$ cat src/rtl/fifo_vr_typed_if.sv
`default_nettype none
//==============================================================================
// fifo_vr_typed_if : valid/ready handshake bundle for fifo_vr_typed
// Rev 1.0
//==============================================================================
interface fifo_vr_typed_if #(
  parameter int unsigned WIDTH = 8,
  parameter int unsigned DEPTH = 4
);
  localparam int unsigned CW = $clog2(DEPTH + 1);

  logic             i_clear;
  logic [WIDTH-1:0] i_in_data;
  logic             i_in_valid;
  logic             o_in_ready;
  logic [WIDTH-1:0] o_out_data;
  logic             o_out_valid;
  logic             i_out_ready;
  logic [CW-1:0]    o_count;
  logic             o_almostFull;

  modport master (
    output i_clear,
    output i_in_data,
    output i_in_valid,
    output i_out_ready,
    input  o_in_ready,
    input  o_out_data,
    input  o_out_valid,
    input  o_count,
    input  o_almostFull
  );

  modport slave (
    input  i_clear,
    input  i_in_data,
    input  i_in_valid,
    input  i_out_ready,
    output o_in_ready,
    output o_out_data,
    output o_out_valid,
    output o_count,
    output o_almostFull
  );
endinterface
`default_nettype wire

$ cat src/rtl/fifo_vr_typed.sv
`default_nettype none
//==============================================================================
// fifo_vr_typed : single-clock first-word-fall-through FIFO, valid/ready both sides
// Rev 1.0
//==============================================================================
module fifo_vr_typed #(
  parameter int unsigned WIDTH       = 8,
  parameter int unsigned DEPTH       = 4,
  parameter int unsigned ALMOST_FULL = 3,
  parameter bit          RESET_MEM   = 1'b0
) (
  input  wire logic           i_clk,
  input  wire logic           i_arst_n,
  fifo_vr_typed_if.slave      fifo_if
);

  localparam int unsigned     PW       = $clog2(DEPTH);
  localparam int unsigned     CW       = $clog2(DEPTH + 1);
  localparam logic [CW-1:0]   FULL_LVL = CW'(DEPTH);
  localparam logic [CW-1:0]   AF_LVL   = CW'(ALMOST_FULL);
  localparam logic [PW-1:0]   PTR_ONE  = PW'(1);
  localparam logic [CW-1:0]   CNT_ONE  = CW'(1);

  if (WIDTH < 1) begin : g_bad_width
    $error("fifo_vr_typed: WIDTH must be >= 1");
  end
  if ((DEPTH < 2) || ((DEPTH & (DEPTH - 1)) != 0)) begin : g_bad_depth
    $error("fifo_vr_typed: DEPTH must be a power of two and >= 2");
  end
  if ((ALMOST_FULL < 1) || (ALMOST_FULL > DEPTH)) begin : g_bad_af
    $error("fifo_vr_typed: ALMOST_FULL must be in 1..DEPTH");
  end

  logic [PW-1:0]    wr_ptr_q, wr_ptr_d;
  logic [PW-1:0]    rd_ptr_q, rd_ptr_d;
  logic [CW-1:0]    count_q, count_d;
  logic             in_ready_q, in_ready_d;
  logic             out_valid_q, out_valid_d;
  logic             almost_full_q, almost_full_d;
  logic [WIDTH-1:0] mem_q [DEPTH];

  logic             push_w;
  logic             pop_w;
  logic             wr_en_w;

  // Handshakes use only registered flags, so neither side sees a comb path from the other.
  assign push_w  = fifo_if.i_in_valid & in_ready_q;
  assign pop_w   = out_valid_q & fifo_if.i_out_ready;
  assign wr_en_w = push_w & ~fifo_if.i_clear;

  always_comb begin
    wr_ptr_d = wr_ptr_q;
    rd_ptr_d = rd_ptr_q;
    count_d  = count_q;
    if (fifo_if.i_clear) begin
      wr_ptr_d = '0;
      rd_ptr_d = '0;
      count_d  = '0;
    end else begin
      if (push_w) wr_ptr_d = wr_ptr_q + PTR_ONE;
      if (pop_w)  rd_ptr_d = rd_ptr_q + PTR_ONE;
      case ({push_w, pop_w})
        2'b10:   count_d = count_q + CNT_ONE;
        2'b01:   count_d = count_q - CNT_ONE;
        default: count_d = count_q;
      endcase
    end
    in_ready_d    = (count_d != FULL_LVL);
    out_valid_d   = (count_d != '0);
    almost_full_d = (count_d >= AF_LVL);
  end

  always_ff @(posedge i_clk or negedge i_arst_n) begin
    if (!i_arst_n) begin
      wr_ptr_q      <= '0;
      rd_ptr_q      <= '0;
      count_q       <= '0;
      in_ready_q    <= 1'b1;
      out_valid_q   <= 1'b0;
      almost_full_q <= 1'b0;
    end else begin
      wr_ptr_q      <= wr_ptr_d;
      rd_ptr_q      <= rd_ptr_d;
      count_q       <= count_d;
      in_ready_q    <= in_ready_d;
      out_valid_q   <= out_valid_d;
      almost_full_q <= almost_full_d;
    end
  end

  if (RESET_MEM) begin : g_mem_rst
    always_ff @(posedge i_clk or negedge i_arst_n) begin
      if (!i_arst_n) begin
        for (int i = 0; i < int'(DEPTH); i++) begin
          mem_q[i] <= '0;
        end
      end else if (wr_en_w) begin
        mem_q[wr_ptr_q] <= fifo_if.i_in_data;
      end
    end
  end else begin : g_mem_norst
    always_ff @(posedge i_clk) begin
      if (wr_en_w) begin
        mem_q[wr_ptr_q] <= fifo_if.i_in_data;
      end
    end
  end

  assign fifo_if.o_in_ready   = in_ready_q;
  assign fifo_if.o_out_valid  = out_valid_q;
  assign fifo_if.o_out_data   = mem_q[rd_ptr_q];
  assign fifo_if.o_count      = count_q;
  assign fifo_if.o_almostFull = almost_full_q;

endmodule
`default_nettype wire
$ cat src/flat_wrapper.sv
// flat-port wrapper written by rule: the top's interface ports become plain ports
module fifo_vr_typed_flat 
#(
  parameter int unsigned WIDTH       = 8,
  parameter int unsigned DEPTH       = 4,
  parameter int unsigned ALMOST_FULL = 3,
  parameter bit          RESET_MEM   = 1'b0
)
  (i_clk, i_arst_n, fifo_if_i_clear, fifo_if_i_in_data, fifo_if_i_in_valid, fifo_if_i_out_ready, fifo_if_o_in_ready, fifo_if_o_out_data, fifo_if_o_out_valid, fifo_if_o_count, fifo_if_o_almostFull);
  fifo_vr_typed_if #(.WIDTH(WIDTH), .DEPTH(DEPTH)) fifo_if_i ();
  input  wire logic i_clk;
  input  wire logic i_arst_n;
  input wire logic [$bits(fifo_if_i.i_clear)-1:0] fifo_if_i_clear;
  input wire logic [$bits(fifo_if_i.i_in_data)-1:0] fifo_if_i_in_data;
  input wire logic [$bits(fifo_if_i.i_in_valid)-1:0] fifo_if_i_in_valid;
  input wire logic [$bits(fifo_if_i.i_out_ready)-1:0] fifo_if_i_out_ready;
  output wire logic [$bits(fifo_if_i.o_in_ready)-1:0] fifo_if_o_in_ready;
  output wire logic [$bits(fifo_if_i.o_out_data)-1:0] fifo_if_o_out_data;
  output wire logic [$bits(fifo_if_i.o_out_valid)-1:0] fifo_if_o_out_valid;
  output wire logic [$bits(fifo_if_i.o_count)-1:0] fifo_if_o_count;
  output wire logic [$bits(fifo_if_i.o_almostFull)-1:0] fifo_if_o_almostFull;
  assign fifo_if_i.i_clear = fifo_if_i_clear;
  assign fifo_if_i.i_in_data = fifo_if_i_in_data;
  assign fifo_if_i.i_in_valid = fifo_if_i_in_valid;
  assign fifo_if_i.i_out_ready = fifo_if_i_out_ready;
  assign fifo_if_o_in_ready = fifo_if_i.o_in_ready;
  assign fifo_if_o_out_data = fifo_if_i.o_out_data;
  assign fifo_if_o_out_valid = fifo_if_i.o_out_valid;
  assign fifo_if_o_count = fifo_if_i.o_count;
  assign fifo_if_o_almostFull = fifo_if_i.o_almostFull;
  fifo_vr_typed #(.WIDTH(WIDTH), .DEPTH(DEPTH), .ALMOST_FULL(ALMOST_FULL), .RESET_MEM(RESET_MEM)) u_core (.i_clk(i_clk), .i_arst_n(i_arst_n), .fifo_if(fifo_if_i));
endmodule
$ cat config.mk
export PLATFORM = sky130hd
export DESIGN_NAME = fifo_vr_typed_flat
export DESIGN_NICKNAME = d
export VERILOG_FILES = /design/src/rtl/fifo_vr_typed_if.sv /design/src/rtl/fifo_vr_typed.sv /design/src/flat_wrapper.sv
export SDC_FILE = /design/constraint.sdc
export NUM_CORES = 1
export LEC_CHECK = 0
export CORE_UTILIZATION = 56
export DETAILED_ROUTE_END_ITERATION = 16
export GPL_ROUTABILITY_DRIVEN = 0
export HOLD_SLACK_MARGIN = 0.12
export MAX_ROUTING_LAYER = met4
export PLACE_DENSITY = 0.83
export SYNTH_ARGS = -nofsm -noshare
export SYNTH_HDL_FRONTEND = slang
export SYNTH_SLANG_ARGS = --single-unit
$ cat constraint.sdc
create_clock -name i_clk -period 3.7 [get_ports i_clk]
set_clock_uncertainty 0.1 [all_clocks]
set_input_delay 0.925 -clock i_clk [delete_from_list [all_inputs] [get_ports i_clk]]
set_output_delay 0.925 -clock i_clk [all_outputs]
set_load 0.01 [all_outputs]
# Word-level counts from Yosys, hierarchy flattened

Memory sizes are Yosys's and may differ from the RTL's.
Index checks and enable logic that the tools add are counted.

Register bits after elaboration: 10
Bits of input ports: 13
Bits in writable memories: 32
Memories: 1
Logic and storage cells: 30

Reduce and logical (&&, ||, !) cells: 3
Multiplexer cells: 8
Equality and inequality tests: 3
Bitwise gates (word level): 4
Order comparisons: 1
Add/subtract/negate cells: 4

Memories:

| name         | depth | width | read ports | clocked after memory_dff | write ports | line                | source |
|---|---|---|---|---|---|---|---|
| u_core.mem_q | 4     | 8     | 1          | 0                        | 1           | fifo_vr_typed.sv:40 | `logic [WIDTH-1:0] mem_q [DEPTH];` |

Operator list:

| kind                                                                   | count |
|---|---|
| 2-bit two-way mux                                                      | 4 |
| 3-bit one-hot mux with 2 select lines                                  | 1 |
| 2-bit by 1-bit adder with 2-bit output (second input constant)         | 2 |
| 2-bit nonzero test                                                     | 2 |
| 3-bit by 1-bit adder with 3-bit output (second input constant)         | 1 |
| 1-bit AND                                                              | 3 |
| 3-bit by 2-bit >= comparator with 1-bit output (second input constant) | 1 |
| 3-bit two-way mux                                                      | 1 |
| 3-bit != test (second input constant)                                  | 1 |
| 3-bit nonzero test                                                     | 1 |
| 3-bit by 1-bit subtractor with 3-bit output (second input constant)    | 1 |
| 2-bit by 1-bit equality test with 1-bit output (second input constant) | 1 |
| 2-bit equality test (second input constant)                            | 1 |
| 1-bit two-way mux                                                      | 2 |
| 1-bit inverter                                                         | 1 |

# Depth between registers and ports, before layout

Depth in word-level cells: 5
Gate-level depth with buffers: 6
Depth with buffers taken out: 6

# Worst setup path after synthesis

No wires, ideal clock.

Path type: input to register
Start: input port fifo_if_i_out_ready
End: register u_core.in_ready_q (netlist: u_core.fifo_if.o_in_ready)
Path buffers: 0
Data required time: 3523 ps
Arrival time: 2432 ps
Path slack: 1091 ps
Stages: 6
Cell sequence: and2_1 > ha_1 > fa_1 > xnor2_1 > or4_4 > a21bo_1

Cells in the longest elaborated chain, start to end: 5
Elaborated cells between the ends (all ways): 6

Ends and longest elaborated chain:

| item                                                                                         | line                | source |
|---|---|---|
| start: declaration                                                                           | flat_wrapper.sv:16  | `input wire logic [$bits(fifo_if_i.i_out_ready)-1:0] fifo_if_i_out_ready;` |
| 1-bit AND *                                                                                  | fifo_vr_typed.sv:48 | `assign pop_w = out_valid_q & fifo_if.i_out_ready;` |
| 2-bit by 1-bit equality test with 1-bit output / 2-bit equality test (equally long branches) | fifo_vr_typed.sv:62 | `case ({push_w, pop_w})` |
| 3-bit one-hot mux with 2 select lines *                                                      | fifo_vr_typed.sv:62 |  |
| 3-bit two-way mux *                                                                          | fifo_vr_typed.sv:55 | `if (fifo_if.i_clear) begin` |
| 3-bit != test *                                                                              | fifo_vr_typed.sv:68 | `in_ready_d = (count_d != FULL_LVL);` |
| named net u_core.in_ready_d                                                                  | fifo_vr_typed.sv:37 | `logic in_ready_q, in_ready_d;` |
| end signal: assignment                                                                       | fifo_vr_typed.sv:85 | `in_ready_q <= in_ready_d;` |
| end: declaration                                                                             | fifo_vr_typed.sv:37 |  |

The timed path passes the listed nets; every way through them passes the cells marked *.
A chain may end at the register's enable or synchronous reset.

# Worst setup path after layout

Start: register u_core.rd_ptr_q[0]
End: output port fifo_if_o_out_data[7]

Cells in the longest elaborated chain, start to end: 1

Ends and longest elaborated chain:

| item                     | line                | source |
|---|---|---|
| start: declaration       | fifo_vr_typed.sv:35 | `logic [PW-1:0] rd_ptr_q, rd_ptr_d;` |
| start signal: assignment | fifo_vr_typed.sv:83 | `rd_ptr_q <= rd_ptr_d;` |
| memory 4 x 8 bit         | --                  |  |
| end: declaration         | flat_wrapper.sv:18  | `output wire logic [$bits(fifo_if_i.o_out_data)-1:0] fifo_if_o_out_data;` |

No other way between the ends.

==> metrics.log <==
INFO  metric status = finished with violations
INFO  metric violated_checks = DRC
INFO  metric post_cts_resize_count = 0
INFO  metric synth.lib_cells_used.distinct = 24
INFO  metric synth_top_area_share = ~56%
INFO  metric num_antenna_cells = 0
INFO  metric total_via_count_after_detailed_routing = between 800 and 900
INFO  metric crit_arrival = between 2 and 2.5 ns
INFO  metric synth_enable_flop_cells = 32
INFO  metric regToRegSetupSlack = 1.42 ns
INFO  metric synth-main-ff-cell = edfxtp_1
INFO  metric reg2reg_to = u_core.fifo_if.o_in_ready
INFO  metric finalCriticalPeriod = 3.172 ns
INFO  metric total_cts_buffers = 5
INFO  metric worst_skew_pair.late_latency = between 0.3 and 0.4 ns
INFO  metric core_region_area = approximately 0.0028 mm2
INFO  metric finalInstanceArea = between 0.002 and 0.0025 mm2
INFO  metric fp.dieH = between 50 and 60 um
INFO  metric portion_of_the_post_synthesis_area_used_by_sequential_elements = between 70% and 80%
INFO  metric timing.final.setup_violations = 0
INFO  metric fillCellCount = 190
INFO  metric clock_sink_count = 42
INFO  metric drv.max_cap_violation_count = 0
INFO  metric cp.buffers_inverters = 1
INFO  metric ratio_of_final_minimum_period_to_clock_period = between 80% and 90%
INFO  metric mapped_area = between 0.0015 and 0.002 mm2
INFO  metric rr_worst_depth = 6
INFO  metric critical_path.startpoint = u_core.rd_ptr_q[0]
INFO  metric grt_setup_unrepaired = no
INFO  metric detail_route.drc_violations = 3
INFO  metric placement.cell_area = 0.001986 mm2
INFO  metric rr_startpoint = u_core.fifo_if.o_in_ready
INFO  metric synth.ff_latch_count = 42
INFO  metric flow.area_growth_from_synthesis = 20.75%
INFO  metric library_cell_used_as_clock_root_buffer = clkbuf_4
INFO  metric grt_pass1_vias = 931
INFO  metric utilization = between 70% and 80%
INFO  metric wire_per_inst = 17.79 um
INFO  metric multi_input_area = 466.7 um2
INFO  metric synthesis.instances = 94
INFO  metric startpoint_type = flop
INFO  metric slowest_delay = around 0.73 ns
INFO  metric cts-root-to-sink-buffers = 2
INFO  metric critPathRequiredTime = 2.67 ns
INFO  metric timing_hold_violations_final = 0
INFO  metric clock.fmax = ~320 MHz
INFO  metric post-cts-setup-buffers = 0
INFO  metric path_class = flop to output port
INFO  metric synth.avg_cell_area = approximately 18 um2
INFO  metric setup_total_negative_slack = 0 ns
INFO  metric htree_num_levels = 2
INFO  metric cts_tree = built
INFO  metric path_max_fanout = 10
INFO  metric total_leakage_power = about 0.74 nW
INFO  metric path_cells = mux4_2 -> clkdlybuf4s50_1
INFO  metric layout.nets = about 140
INFO  metric max-slew-margin-rel = about 60%
INFO  metric cts.hold.buffers_added = 0
INFO  metric die_width = 57.21 um
INFO  metric drt_first_iter_violations = 30
INFO  metric path_depth = 2
INFO  metric yosysMostFrequentCell = edfxtp_1
INFO  metric place_hpwl = 1.922 mm
INFO  metric maximum_number_of_pins_on_one_net_before_global_route_repair = 13
INFO  metric timing.critical_path.to_type = output port
INFO  metric grt_pass1_wl = ~4.4 mm
INFO  metric powerDensity = approximately 570 mW/mm2
INFO  metric worstMarginPinSlew = a little under 0.6 ns
INFO  metric initial_core_util = roughly three fifths
INFO  metric io_pins = 27
INFO  metric worst_path_max_delay_cell = dfrtp_1
INFO  metric seq_area = 0.001212 mm2
INFO  metric cts.clk_slew.worst_paths = ~0.11 ns
INFO  metric drive_gt1_share = between 10% and 20%
INFO  metric detail_route.wirelength = approximately 2.8 mm
INFO  metric rows = 19
INFO  metric numPortBuffers = 26
INFO  metric globalRouteOverflowTotal = 0
INFO  metric crit_family = flip-flops
INFO  metric synthesis.nets = about 110
INFO  metric min-delay-path-class = flop to flop
INFO  metric postRouteAntennaNets = 0
INFO  metric critPathCapture = fifo_if_o_out_data[7]
INFO  metric synth.top_cells.by_area = edfxtp_1 (56%), dfrtp_1 (13%), mux4_2 (11%)
INFO  metric track_usage = roughly a fifth
INFO  metric vdd.ir_drop.worst = roughly 320 uV
INFO  metric synthArstFlopShare = a little under a quarter
INFO  metric synth_warnings = 0
INFO  metric synth_top_cells_by_count = edfxtp_1 (32), dfrtp_1 (9), mux4_2 (8), nor2_1 (6)
INFO  metric slew_violations = 0
INFO  metric firstDrtPassIters = 10
INFO  metric dieArea = 0.003272 mm2
INFO  metric drt-vias-per-instance = around 5.7
INFO  metric antenna_violations_before_repair = 0
INFO  metric yosys.area.top_type = edfxtp_1
-- cell usage in the layout (no fill, tap or decap) --
cell type	count
o21ai_0	1
clkdlybuf4s50_1	26
nor3b_1	2
xnor2_1	3
xor2_1	2
fa_1	1
clkbuf_1	2
nand2_1	3
edfxtp_1	32
ha_1	5
nor2b_1	1
dfstp_2	1
mux4_2	8
inv_1	2
or3_1	2
a21oi_1	1
bufinv_16	1
or4_4	1
and2_1	5
nand3_1	4
clkbuf_4	5
mux2i_1	1
a21bo_1	1
nor2_1	6
dfrtp_1	9
-- report_power, final --
group / leakage, nW / total [W] / switching (W) / internal (W)
clock: 0.0395 / 0.000277 / 0.000133 / 0.000143
combinational: 0.283 / 0.000297 / 0.000122 / 0.000175
sequential: 0.421 / 0.000606 / 0.0000501 / 0.000556
total: 0.744 / 0.00118 / 0.000305 / 0.000875
-- per-stage QoR --
step | setup WS, ns | cells | total power [W] | hold WS, ns
floorplan | 1.091 | 94 | 0.0007768 | 0.4349
global placement | 0.6210 | 148 | 0.0009050 | 0.4460
detailed placement | 0.5664 | 148 | 0.0009167 | 0.4478
CTS | 0.4464 | 156 | 0.001195 | 0.4667
global route | 0.3614 | 156 | 0.001239 | 0.5107
finish | 0.5284 | 156 | 0.001180 | 0.4780
-- metal layers --
| metal | track usage (%) | vias to the layer above | part of all wire, % |
|---|---|---|---|
| li1 | - | 416 | - |
| met1 | 24.84 | 440 | 41 |
| met2 | 32.27 | 27 | 52 |
| met3 | 6.122 | 4 | 5.5 |
| met4 | 9.408 | 0 | 1.8 |
| met5 | - | - | 0 |
-- sequential cells by signal, summed over array words and instances, names as in the netlist --
| register | cells |
|---|---|
| u_core.fifo_if.o_count | 3 |
| u_core.mem_q | 32 |
| u_core.rd_ptr_q | 2 |
| u_core.fifo_if.o_almostFull | 1 |
| u_core.fifo_if.o_out_valid | 1 |
| u_core.fifo_if.o_in_ready | 1 |
| u_core.wr_ptr_q | 2 |
-- kinds of logic (layout without fill, tap and decap cells) --
| family | after synthesis | count (layout) | share of synthesized area (%) |
|---|---|---|---|
| mux | 9 | 9 | 11.14 |
| flops | 42 | 42 | 71.04 |
| buf+inv | 5 | 36 | 1.613 |
| fa+ha+maj | 6 | 6 | 4.839 |
| xor+xnor | 5 | 5 | 2.566 |
| simple gates | 24 | 24 | 7.624 |
| compound gates | 3 | 3 | 1.172 |
-- worst reg2reg max path, cell delays in order, from the launching register on --
cell     delay, ns
dfstp_2       0.58
nand2_1       0.12
ha_1          0.25
fa_1          0.39
xnor2_1       0.15
or4_4         0.44
a21bo_1       0.20
-- final cells by class --
cell class	count	area share [%]
flip-flops and latches	42	58.83
well taps	31	1.882
clock buffers	7	2.186
repair buffers	26	12.63
inverters	2	0.3643
multi-input cells	47	22.65
clock inverters	1	1.457
-- how the worst min path moves through the flow --
| stage | endpoint | cells after the start | from | slack (ns) |
|---|---|---|---|---|
| 6_report | u_core.wr_ptr_q[1] | 2 | u_core.fifo_if.o_in_ready | 0.48 |
| 5_1_grt | u_core.wr_ptr_q[1] | 2 | u_core.fifo_if.o_in_ready | 0.51 |
| 4_1_cts | u_core.wr_ptr_q[1] | 2 | u_core.fifo_if.o_in_ready | 0.47 |
| 3_5_place_dp | u_core.wr_ptr_q[1] | 2 | u_core.fifo_if.o_in_ready | 0.45 |
| 3_3_place_gp | u_core.wr_ptr_q[1] | 2 | u_core.fifo_if.o_in_ready | 0.45 |
| 2_1_floorplan | u_core.wr_ptr_q[1] | 2 | u_core.fifo_if.o_in_ready | 0.43 |
(Power assumes the default switching activity.)
